<file path="src/rtl/wisc_pkg.sv">
// Shared WISC definitions used by the EX/MEM boundary logic.
//   - 4-bit opcode constants for the full WISC instruction set
//   - bit positions of N/Z/V inside any 3-bit {N,Z,V} flag vector
//   - opcode classifiers that say which flags an instruction writes
package wisc_pkg;

   localparam logic [3:0] OP_ADD    = 4'b0000;
   localparam logic [3:0] OP_SUB    = 4'b0001;
   localparam logic [3:0] OP_XOR    = 4'b0010;
   localparam logic [3:0] OP_RED    = 4'b0011;
   localparam logic [3:0] OP_SLL    = 4'b0100;
   localparam logic [3:0] OP_SRA    = 4'b0101;
   localparam logic [3:0] OP_ROR    = 4'b0110;
   localparam logic [3:0] OP_PADDSB = 4'b0111;
   localparam logic [3:0] OP_LW     = 4'b1000;
   localparam logic [3:0] OP_SW     = 4'b1001;
   localparam logic [3:0] OP_LLB    = 4'b1010;
   localparam logic [3:0] OP_LHB    = 4'b1011;
   localparam logic [3:0] OP_B      = 4'b1100;
   localparam logic [3:0] OP_BR     = 4'b1101;
   localparam logic [3:0] OP_PCS    = 4'b1110;
   localparam logic [3:0] OP_HLT    = 4'b1111;

   localparam int FLG_N = 2;
   localparam int FLG_Z = 1;
   localparam int FLG_V = 0;

   // ADD and SUB write N, Z and V.
   function automatic logic sets_all_flags(input logic [3:0] op);
      return (op == OP_ADD) || (op == OP_SUB);
   endfunction

   // Logical and shift ops write only Z; N and V keep their old values.
   function automatic logic sets_z_only(input logic [3:0] op);
      return (op == OP_XOR) || (op == OP_SLL) || (op == OP_SRA) || (op == OP_ROR);
   endfunction

endpackage

</file>
<file path="src/rtl/flag_reg.sv">
// Three-bit architectural flag register with an independent write enable
// per bit, so Z-only instructions can update Z while N and V hold.
// Ports:
//   clk    rising-edge clock
//   rst_n  synchronous active-low reset, clears all flags
//   we     per-bit write enables
//   d      per-bit next values
//   q      registered flags
module flag_reg (
   input  logic       clk,
   input  logic       rst_n,
   input  logic [2:0] we,
   input  logic [2:0] d,
   output logic [2:0] q
);

   always_ff @(posedge clk) begin
      if (!rst_n) begin
         q <= 3'b000;
      end else begin
         for (int i = 0; i < 3; i++) begin
            if (we[i]) q[i] <= d[i];
         end
      end
   end

endmodule

</file>
<file path="src/rtl/ex_mem_flag_stage.sv">
// EX/MEM pipeline boundary for the WISC 16-bit core.
// Registers the EX result, destination and control into MEM, owns the
// architectural N/Z/V flags and provides a same-cycle flag bypass for
// branch resolution.
//
// Pipeline control semantics (single place this is described):
//   ex_valid marks a real instruction in EX. The stage advances whenever
//   stall is low. Priority is rst_n > stall > flush > normal. A stall holds
//   every register including the flags. A flush (without stall) inserts a
//   bubble: mem_valid and all MEM control bits go low and flags hold; data
//   registers still load but carry no meaning. MEM control outputs are
//   always qualified by mem_valid.
//
// Ports:
//   clk, rst_n                  clock, synchronous active-low reset
//   stall, flush                pipeline hold / bubble insertion
//   ex_valid, ex_opcode         EX instruction presence and opcode
//   ex_result, ex_ovfl          EX result (already saturated) and overflow
//   ex_rd, ex_reg_write         destination register and its write enable
//   ex_mem_read, ex_mem_write   load / store
//   ex_store_data               store data
//   mem_*                       registered copies for the MEM stage
//   flag_n, flag_z, flag_v      architectural flags
//   flags_fwd                   {N,Z,V} as they will be after this edge
module ex_mem_flag_stage
   import wisc_pkg::*;
#(
   parameter int DATA_W = 16,
   parameter int REG_AW = 4
) (
   input  logic              clk,
   input  logic              rst_n,
   input  logic              stall,
   input  logic              flush,
   input  logic              ex_valid,
   input  logic [3:0]        ex_opcode,
   input  logic [DATA_W-1:0] ex_result,
   input  logic              ex_ovfl,
   input  logic [REG_AW-1:0] ex_rd,
   input  logic              ex_reg_write,
   input  logic              ex_mem_read,
   input  logic              ex_mem_write,
   input  logic [DATA_W-1:0] ex_store_data,
   output logic              mem_valid,
   output logic [3:0]        mem_opcode,
   output logic [DATA_W-1:0] mem_result,
   output logic [DATA_W-1:0] mem_store_data,
   output logic [REG_AW-1:0] mem_rd,
   output logic              mem_reg_write,
   output logic              mem_mem_read,
   output logic              mem_mem_write,
   output logic              flag_n,
   output logic              flag_z,
   output logic              flag_v,
   output logic [2:0]        flags_fwd
);

   logic       adv;
   logic       take;        // a real instruction enters MEM this edge
   logic       flag_upd;
   logic [2:0] flag_we;
   logic [2:0] flag_d;
   logic [2:0] flag_q;

   assign adv      = ~stall;
   assign take     = ex_valid & ~flush;
   assign flag_upd = adv & take;

   // ---------------- pipeline register ----------------
   always_ff @(posedge clk) begin
      if (!rst_n) begin
         mem_valid      <= 1'b0;
         mem_opcode     <= 4'd0;
         mem_result     <= '0;
         mem_store_data <= '0;
         mem_rd         <= '0;
         mem_reg_write  <= 1'b0;
         mem_mem_read   <= 1'b0;
         mem_mem_write  <= 1'b0;
      end else if (adv) begin
         mem_valid      <= take;
         mem_opcode     <= ex_opcode;
         mem_result     <= ex_result;
         mem_store_data <= ex_store_data;
         mem_rd         <= ex_rd;
         mem_reg_write  <= ex_reg_write & take;
         mem_mem_read   <= ex_mem_read  & take;
         mem_mem_write  <= ex_mem_write & take;
      end
   end

   // ---------------- flag update decode ----------------
   // Z is taken from the saturated result, so a saturated 0x7FFF with V=1
   // still reports Z=0.
   always_comb begin
      flag_d         = 3'b000;
      flag_d[FLG_N]  = ex_result[DATA_W-1];
      flag_d[FLG_Z]  = (ex_result == '0);
      flag_d[FLG_V]  = ex_ovfl;

      flag_we        = 3'b000;
      flag_we[FLG_N] = flag_upd & sets_all_flags(ex_opcode);
      flag_we[FLG_Z] = flag_upd & (sets_all_flags(ex_opcode) | sets_z_only(ex_opcode));
      flag_we[FLG_V] = flag_upd & sets_all_flags(ex_opcode);
   end

   flag_reg u_flag_reg (
      .clk   (clk),
      .rst_n (rst_n),
      .we    (flag_we),
      .d     (flag_d),
      .q     (flag_q)
   );

   // Bypass: the value each flag bit will hold after this edge.
   always_comb begin
      flags_fwd = flag_q;
      for (int i = 0; i < 3; i++) begin
         if (flag_we[i]) flags_fwd[i] = flag_d[i];
      end
   end

   assign flag_n = flag_q[FLG_N];
   assign flag_z = flag_q[FLG_Z];
   assign flag_v = flag_q[FLG_V];

endmodule

</file>
<file path="config.mk">
export PLATFORM = sky130hd
export DESIGN_NAME = ex_mem_flag_stage
export DESIGN_NICKNAME = d
export VERILOG_FILES = /design/src/rtl/wisc_pkg.sv /design/src/rtl/flag_reg.sv /design/src/rtl/ex_mem_flag_stage.sv
export SDC_FILE = /design/constraint.sdc
export NUM_CORES = 1
export LEC_CHECK = 0
export CAP_MARGIN = 10
export CORE_UTILIZATION = 35
export CTS_BUF_LIST = sky130_fd_sc_hd__clkbuf_16
export DETAILED_ROUTE_END_ITERATION = 16
export PLACE_DENSITY_LB_ADDON = 0.15
export SETUP_SLACK_MARGIN = 0.3
export SLEW_MARGIN = 20
export SYNTH_ARGS = -nofsm -noshare
export SYNTH_HDL_FRONTEND = slang
export SYNTH_SLANG_ARGS = --single-unit
</file>
<file path="constraint.sdc">
create_clock -name clk -period 4.3 [get_ports clk]
set_input_delay 0.86 -clock clk [delete_from_list [all_inputs] [get_ports clk]]
set_output_delay 0.86 -clock clk [all_outputs]
set_load 0.1 [all_outputs]
</file>
**Word level (Yosys, flattened, before mapping)**

Index checks and enable logic that the tools add are counted.
W data, S select, Z words.

- Register bits: 47
- Logic and storage cells: 33

- Mux-type cells: 3
- Reduce and logical (&&, ||, !) cells: 6
- Equality and inequality tests: 5
- Bitwise gates (word level): 10

Operator list:

| operator | count |
|---|---|
| $logic_not A16 Y1 | 1 |
| $eq A4 B3 Y1 const B | 3 |
| $and A1 B1 Y1 | 7 |
| $eq A4 B1 Y1 const B | 1 |
| $eq A4 B2 Y1 const B | 1 |
| $logic_not A4 Y1 | 1 |
| $logic_or A1 B1 Y1 | 4 |
| $mux W1 | 3 |
| $not A1 Y1 | 2 |
| $or A1 B1 Y1 | 1 |

**Logic depth before layout (Yosys ltp)**

Gate-level depths: netlist of the first run.

- Word-level depth: 7
- Depth in mapped cells: 4
- Depth with buffers taken out: 3

**By module**

Synthesis of the first run repeated with hierarchy kept, for this count alone.

- Cell total of the unflattened synthesis: 165
- Area total of the unflattened synthesis: 1,864.3 µm²

By module, submodules not included:

| module | seq. area each (µm²) | area an instance (µm²) | cells an instance | times used |
|---|---|---|---|---|
| ex_mem_flag_stage | 880.8 | 1,755.4 | 156 | 1 |
| flag_reg | 60.1 | 108.9 | 9 | 1 |

**Worst setup path after synthesis of the first run**

Ideal clock, no wire load.

- Path kind: in2out
- Start point: in stall
- End point: out flags_fwd[1]
- Path buffers: 0
- Setup slack: 0.284 ns
- Arrival time: 3.156 ns
- Data required time: 3.440 ns
- Stages on the path: 3
- Path through: or4b_4 a21oi_4 mux2i_1

- Cells in the longest elaborated chain, start to end: 4

Ends and longest elaborated chain:

| element | RTL line | text |
|---|---|---|
| start: declaration | ex_mem_flag_stage.sv:33 | `input logic stall,` |
| $not A1 Y1 | ex_mem_flag_stage.sv:65 | `assign adv = ~stall;` |
| $and A1 B1 Y1 | ex_mem_flag_stage.sv:67 | `assign flag_upd = adv & take;` |
| $and A1 B1 Y1 | ex_mem_flag_stage.sv:103 | `flag_we[FLG_Z] = flag_upd & (sets_all_flags(ex_opcode) \| sets_z_only(ex_opcode));` |
| $mux W1 | ex_mem_flag_stage.sv:119 | `if (flag_we[i]) flags_fwd[i] = flag_d[i];` |
| end: declaration | ex_mem_flag_stage.sv:55 | `output logic [2:0] flags_fwd` |

No other way between the ends.

**Final worst setup path of the first run**

- Start point: in ex_opcode[3]
- End point: out flags_fwd[1]

- Cells in the longest elaborated chain, start to end: 7
- Elaborated cells between the ends (all ways): 13
- Those cells by class: 5 x eq/ne; 1 x mux; 2 x bitwise; 5 x reduce/logical

Ends and longest elaborated chain:

| element | RTL line | text |
|---|---|---|
| start: declaration | ex_mem_flag_stage.sv:36 | `input logic [3:0] ex_opcode,` |
| $eq A4 B2 Y1 or $eq A4 B3 Y1 (tied branches) | wisc_pkg.sv:35 | `return (op == OP_XOR) \|\| (op == OP_SLL) \|\| (op == OP_SRA) \|\| (op == OP_ROR);` |
| $logic_or A1 B1 Y1 (3 in a row) | wisc_pkg.sv:35 |  |
| $or A1 B1 Y1 (*) | ex_mem_flag_stage.sv:103 |  |
| $and A1 B1 Y1 (*) | ex_mem_flag_stage.sv:103 |  |
| $mux W1 (*) | ex_mem_flag_stage.sv:119 |  |

Mark *: on every way between the ends. The rest lies on a longest branch, timed or not.

==> metrics.txt, run 1 <==
total clock buffers created by CTS 5; initial core utilization 36.89%; Post-DRT Antenna Nets 0; post-DR vias/cell 4.550; Post CTS Setup Buffer Count 0; clk_skew 0 ps; Setup-failing EPs final 0; PwrDens 391.5 nW/µm²; type of origin of the critical path input port; CTS sink cnt 47; slack of the critical path 848.9 ps; DRC viols 0; hold_buf cts 0; min cycle time layout 3451 ps; die width 73.02 µm; final design instance area without fill 2920 µm²; Routed Wire Length 4161 µm; Achievable Freq 0.2898 GHz; Worst Hold Class reg -> reg; RSZ-0062 raised after global routing no; Reg-to-Reg Start mem_mem_read; CTS clk-pin slew, worst paths 60 ps; RR Endpoint mem_mem_read; register area share after synthesis 53.30%; Power, Total 1.143 mW; die height 73.02 µm; Worst IR Drop VDD 0.0001780 V; R2R depth 2; Slew @ Worst Pin 992.0 ps; Hold Path Stages 2; first-pass GRT wire length 6541 µm; TritonCTS clock tree built; Synth area leader dfxtp_1; Ys Warns 0; layout cell share with drive strength beyond 1 6.391%; P&R area growth vs syn 65.41%; outcome completed; root buffer cell clkbuf_16; FFs w/ async S/R, synth 0%; initial drt markers 42; Post-DP Area 2791 µm²; Buffers on Ports 98; Critical Path RT 3440 ps; R2R Setup Slk 3600 ps; hold path startpoint u_flag_reg.q[1]; IO Pins 99; hold path endpoint u_flag_reg.q[1]; GRT Util Overall 16.31%; CTS resizes 0; max-cap viol count 0; CP Data Arrival Time 2590 ps; cell count after synthesis 170; CTS H-tree depth 2; detailed-route via count 1515; FILL cells 442; Final Util 61.02%; Nets 316; Post-synth EDFFs 0; largest cells by area after synthesis dfxtp_1 53%, mux2i_1 23%, nor2_1 9.6%; Tcrit/Tclk final 80.26%; syn avg cell area 10.38 µm²; Post-synth top flop dfxtp_1; relative slew slack 33.66%; 1st-pass router iterations 4; core area 4786 µm²; vias in the first global route 1448; hpwl dp 2976 µm; critical path fanouts, max 3; Final Max Slew Viols 0; leakage 1.210 nW; GR Overflow Total 0; largest net degree at the start of global routing 47; final number of hold-violating endpoints 0; routability congestion estimate 0.6725; # rows 25; Setup TNS 0 ps; Inserted Diodes 0; mapped cell area 1765 µm²; post-synth top area share 53.30%; pre-CTS setup slack 852.7 ps; post-synth net total 219; crit path kind in -> out; insertion delay to the later sink of the worst-skew pair 280 ps; wire per inst 12.50 µm; clock buffer depth 2; initial antenna violation count 0; Synth Register Bits 47; Critical Path End Type output pin; synth unique cells 21; die area 5332 µm²
[worst max-delay path, cell delays in order]
cell and delay [ps]:
clkdlybuf4s50_1 490, or4b_4 590, a21oi_4 160, mux2i_2 280
buf_12 210
[final cells by class]
cell class                      instances  area (µm²)  share of cell area [%]
Sequential cell                        47       940.9                   32.22
Multi-Input combinational cell        112       770.7                   26.39
Clock buffer                            5       125.1                   4.284
Inverter                                2       7.507                  0.2571
Clock inverter                          1       3.754                  0.1285
Tap cell                               67       83.83                   2.871
Timing Repair Buffer                   99       988.4                   33.85
[worst max path at each step]
| stage | from | endpoint | cells after the start |
|---|---|---|---|
| 6_report | ex_opcode[3] | flags_fwd[1] | 5 |
| 4_1_cts | ex_opcode[3] | flags_fwd[1] | 5 |
| 3_5_place_dp | ex_opcode[3] | flags_fwd[1] | 5 |
| 2_1_floorplan | stall | flags_fwd[1] | 3 |
| 5_1_grt | ex_opcode[3] | flags_fwd[1] | 5 |
| 3_3_place_gp | ex_opcode[3] | flags_fwd[1] | 5 |
[per-stage QoR]
step,std cells,hold slack [ps]
finish,333,480.4
global route,333,502.3
CTS,333,483.1
detailed placement,327,474.9
global placement,327,473.3
floorplan,170,903.2
[state kept, by name (all words and copies together) (netlist names)]
register	cells
mem_result	16
mem_opcode	4
mem_mem_read	1
u_flag_reg.q	3
mem_mem_write	1
mem_store_data	16
mem_rd	4
mem_valid	1
mem_reg_write	1
[synthesized netlist by cell type (2+ instances only)]
library cell,instances
dfxtp_1,47
buf_4,4
o21ai_1,2
nand2_1,4
nand3_1,3
a22oi_1,3
a21oi_1,3
mux2i_1,41
nor2_1,45
clkbuf_1,4
nor4_1,4
[layer usage]
layer	vias up	part of all wire, %	routed length (µm)	GRT usage [%]
met2	56	48	1984	27.06
met5	-	0	0	0
met4	0	1.5	64	7.190
li1	770	-	-	-
met1	682	44	1846	19.09
met3	7	6.4	265	5.387
[kinds of logic (layout without fill, tap and decap cells)]
group | after synthesis | count (layout) | share of synthesized area [%]
flops | 47 | 47 | 53.30
buf+inv | 11 | 107 | 3.259
simple gates | 61 | 61 | 16.23
compound gates | 10 | 10 | 3.969
mux | 41 | 41 | 23.25
[cell usage in the layout, fill, tap and decap left out, types with 2 or more instances in the layout]
master           instances
nand3_1                  3
buf_4                    3
dfxtp_1                 47
clkbuf_16                5
nand2_1                  4
inv_1                    2
o21ai_1                  2
mux2i_1                 40
a21oi_1                  3
a22oi_1                  3
nor4_1                   4
nor2_1                  45
clkdlybuf4s50_1         94
[where the power goes]
group / leakage (nW) / internal (mW) / total, mW / switching, mW
sequential: 0.387 / 0.459 / 0.470 / 0.0111
clock: 0.0669 / 0.206 / 0.350 / 0.144
combinational: 0.756 / 0.101 / 0.323 / 0.222
No activity file was read; power rests on OpenSTA's default activity.
==> inputs of run 2 (changes only) <==
--- a/config.mk
+++ b/config.mk
@@ -6,7 +6,7 @@
 export NUM_CORES = 1
 export LEC_CHECK = 0
 export CAP_MARGIN = 10
-export CORE_UTILIZATION = 35
+export CORE_UTILIZATION = 34
 export CTS_BUF_LIST = sky130_fd_sc_hd__clkbuf_16
 export DETAILED_ROUTE_END_ITERATION = 16
 export PLACE_DENSITY_LB_ADDON = 0.15
==> constraint.sdc (replaced) <==
create_clock -name clk -period 3.1 [get_ports clk]
set_input_delay 0.62 -clock clk [delete_from_list [all_inputs] [get_ports clk]]
set_output_delay 0.62 -clock clk [all_outputs]
set_load 0.1 [all_outputs]
==> run 2 against run 1 <==
Core utilization shrank 1.2 points. Via count grew 2.3%. Combinational power grew 36%. Largest cell class is now sequential cells.
==> metrics.txt, run 2 (synthesis results as in run 1) <==
die height 74.06 µm; hold_buf cts 0; core area 4848 µm²; first-pass GRT wire length 6900 µm; Final Max Slew Viols 0; Worst Hold Class reg -> reg; outcome completed; critical path fanouts, max 3; Critical Path End Type output pin; TritonCTS clock tree built; hold path endpoint u_flag_reg.q[1]; min cycle time layout 2700 ps; leakage 1.335 nW; RSZ-0062 raised after global routing no; Buffers on Ports 98; vias in the first global route 1522; R2R depth 2; post-placement cell count 329; largest net degree at the start of global routing 47; Worst IR Drop VDD 0.0002772 V; pre-CTS setup slack 185.3 ps; RR Endpoint mem_mem_write; Setup-failing EPs final 0; Reg-to-Reg Start mem_mem_write; Hold Worst Slack 490.7 ps; initial antenna violation count 0; type of origin of the critical path input port; # rows 25; die width 74.06 µm; Slew @ Worst Pin 794.5 ps; total clock buffers created by CTS 5; IO Pins 99; hpwl dp 3037 µm; GR Overflow Total 0; Hold Path Stages 2; wire per inst 12.78 µm; routability congestion estimate 0.6971; die area 5485 µm²; GRT Util Overall 16.67%; initial core utilization 36.41%; crit path kind in -> out; R2R Setup Slk 2410 ps; Setup TNS 0 ps; CTS sink cnt 47; slack of the critical path 400.0 ps; layout cell share with drive strength beyond 1 25.83%; detailed-route via count 1550; relative slew slack 47.03%; clock buffer depth 2; largest registers mem_result x16, mem_store_data x16; post-route insts no fill 338; root buffer cell clkbuf_16; Routed Wire Length 4320 µm; P&R area growth vs syn 64.21%; commonest non-fill, non-tap cell in the layout buf_4; DRC viols 0; Post-DRT Antenna Nets 0; CTS H-tree depth 2; CTS clk-pin slew, worst paths 60 ps; PwrDens 575.3 nW/µm²; Critical Path RT 2480 ps; max-cap viol count 0; insertion delay to the later sink of the worst-skew pair 270 ps; 1st-pass router iterations 4; final number of hold-violating endpoints 0; post-DR vias/cell 4.586; clk_skew 0 ps; Inserted Diodes 0; hold path startpoint u_flag_reg.q[1]; Power, Total 1.668 mW; Nets 320; commonest cells after routing, fill and taps aside 52 x buf_4, 47 x dfxtp_1, 45 x nor2_1, 44 x clkdlybuf4s50_1, 40 x mux2i_1; Achievable Freq 0.3704 GHz; initial drt markers 54; CP Data Arrival Time 2080 ps; Tcrit/Tclk final 87.10%
-- run 2: cell types whose count changed in the layout (fill, tap and decap cells not counted), sizes merged --
| cell | before | now |
|---|---|---|
| clkdlybuf4s50 | 94 | 44 |
| bufinv | 0 | 1 |
| buf | 5 | 56 |
| dlygate4sd2 | 0 | 3 |
-- run 2: power breakdown --
| group | total (mW) | internal, mW | switching [mW] |
|---|---|---|---|
| clock network | 0.575 | 0.372 | 0.202 |
| logic | 0.440 | 0.130 | 0.310 |
| registers | 0.653 | 0.637 | 0.0159 |
| total | 1.67 | 1.14 | 0.528 |
-- run 2: worst max path at each step --
stage	start	endpoint	slack, ps	cells past startpoint
after CTS	ex_result[15]	flags_fwd[1]	340	5
after global routing	ex_result[15]	flags_fwd[1]	310	5
after detailed placement	ex_valid	flags_fwd[1]	190	5
final	ex_result[15]	flags_fwd[1]	400	5
after floorplan	stall	flags_fwd[1]	440	3
after global placement	ex_opcode[3]	flags_fwd[1]	220	5
-- run 2: routing by layer --
layer  share of wire (%)  global-route usage (%)  vias to the layer above
li1                    -                       -                      777
met1                  45                   20.87                      701
met2                  44                   25.56                       70
met3                  11                   8.130                        2
met4                0.53                   4.487                        0
met5                   0                       0                        -
-- run 2: timing repair --
action                     4_1_cts  5_1_grt
gates resized for setup          4        0
setup buffers                    1        1
setup endpoints to repair        1        1
pin swaps                        1        0
-- run 2: area by class of cell --
| cell class | instances | area, µm² |
|---|---|---|
| flip-flops and latches | 47 | 940.9 |
| multi-input cells | 112 | 785.8 |
| fillers | 437 | 1949 |
| clock inverters | 2 | 33.78 |
| well taps | 67 | 83.83 |
| clock buffers | 5 | 125.1 |
| inverters | 2 | 7.507 |
| repair buffers | 103 | 922.1 |
-- run 2: critical path, stage by stage --
cell,delay [ps]
clkdlybuf4s50_1,490
nor4_2,330
nand4_1,210
mux2i_4,220
buf_12,200
-- run 2: per-stage QoR --
| step | util, % | cell area (µm²) |
|---|---|---|
| after floorplan | - | 1778 |
| after global placement | 56.15 | 2723 |
| after detailed placement | 56.15 | 2723 |
| after CTS | 59.64 | 2892 |
| after global routing | 59.79 | 2899 |
| final | 59.79 | 2899 |
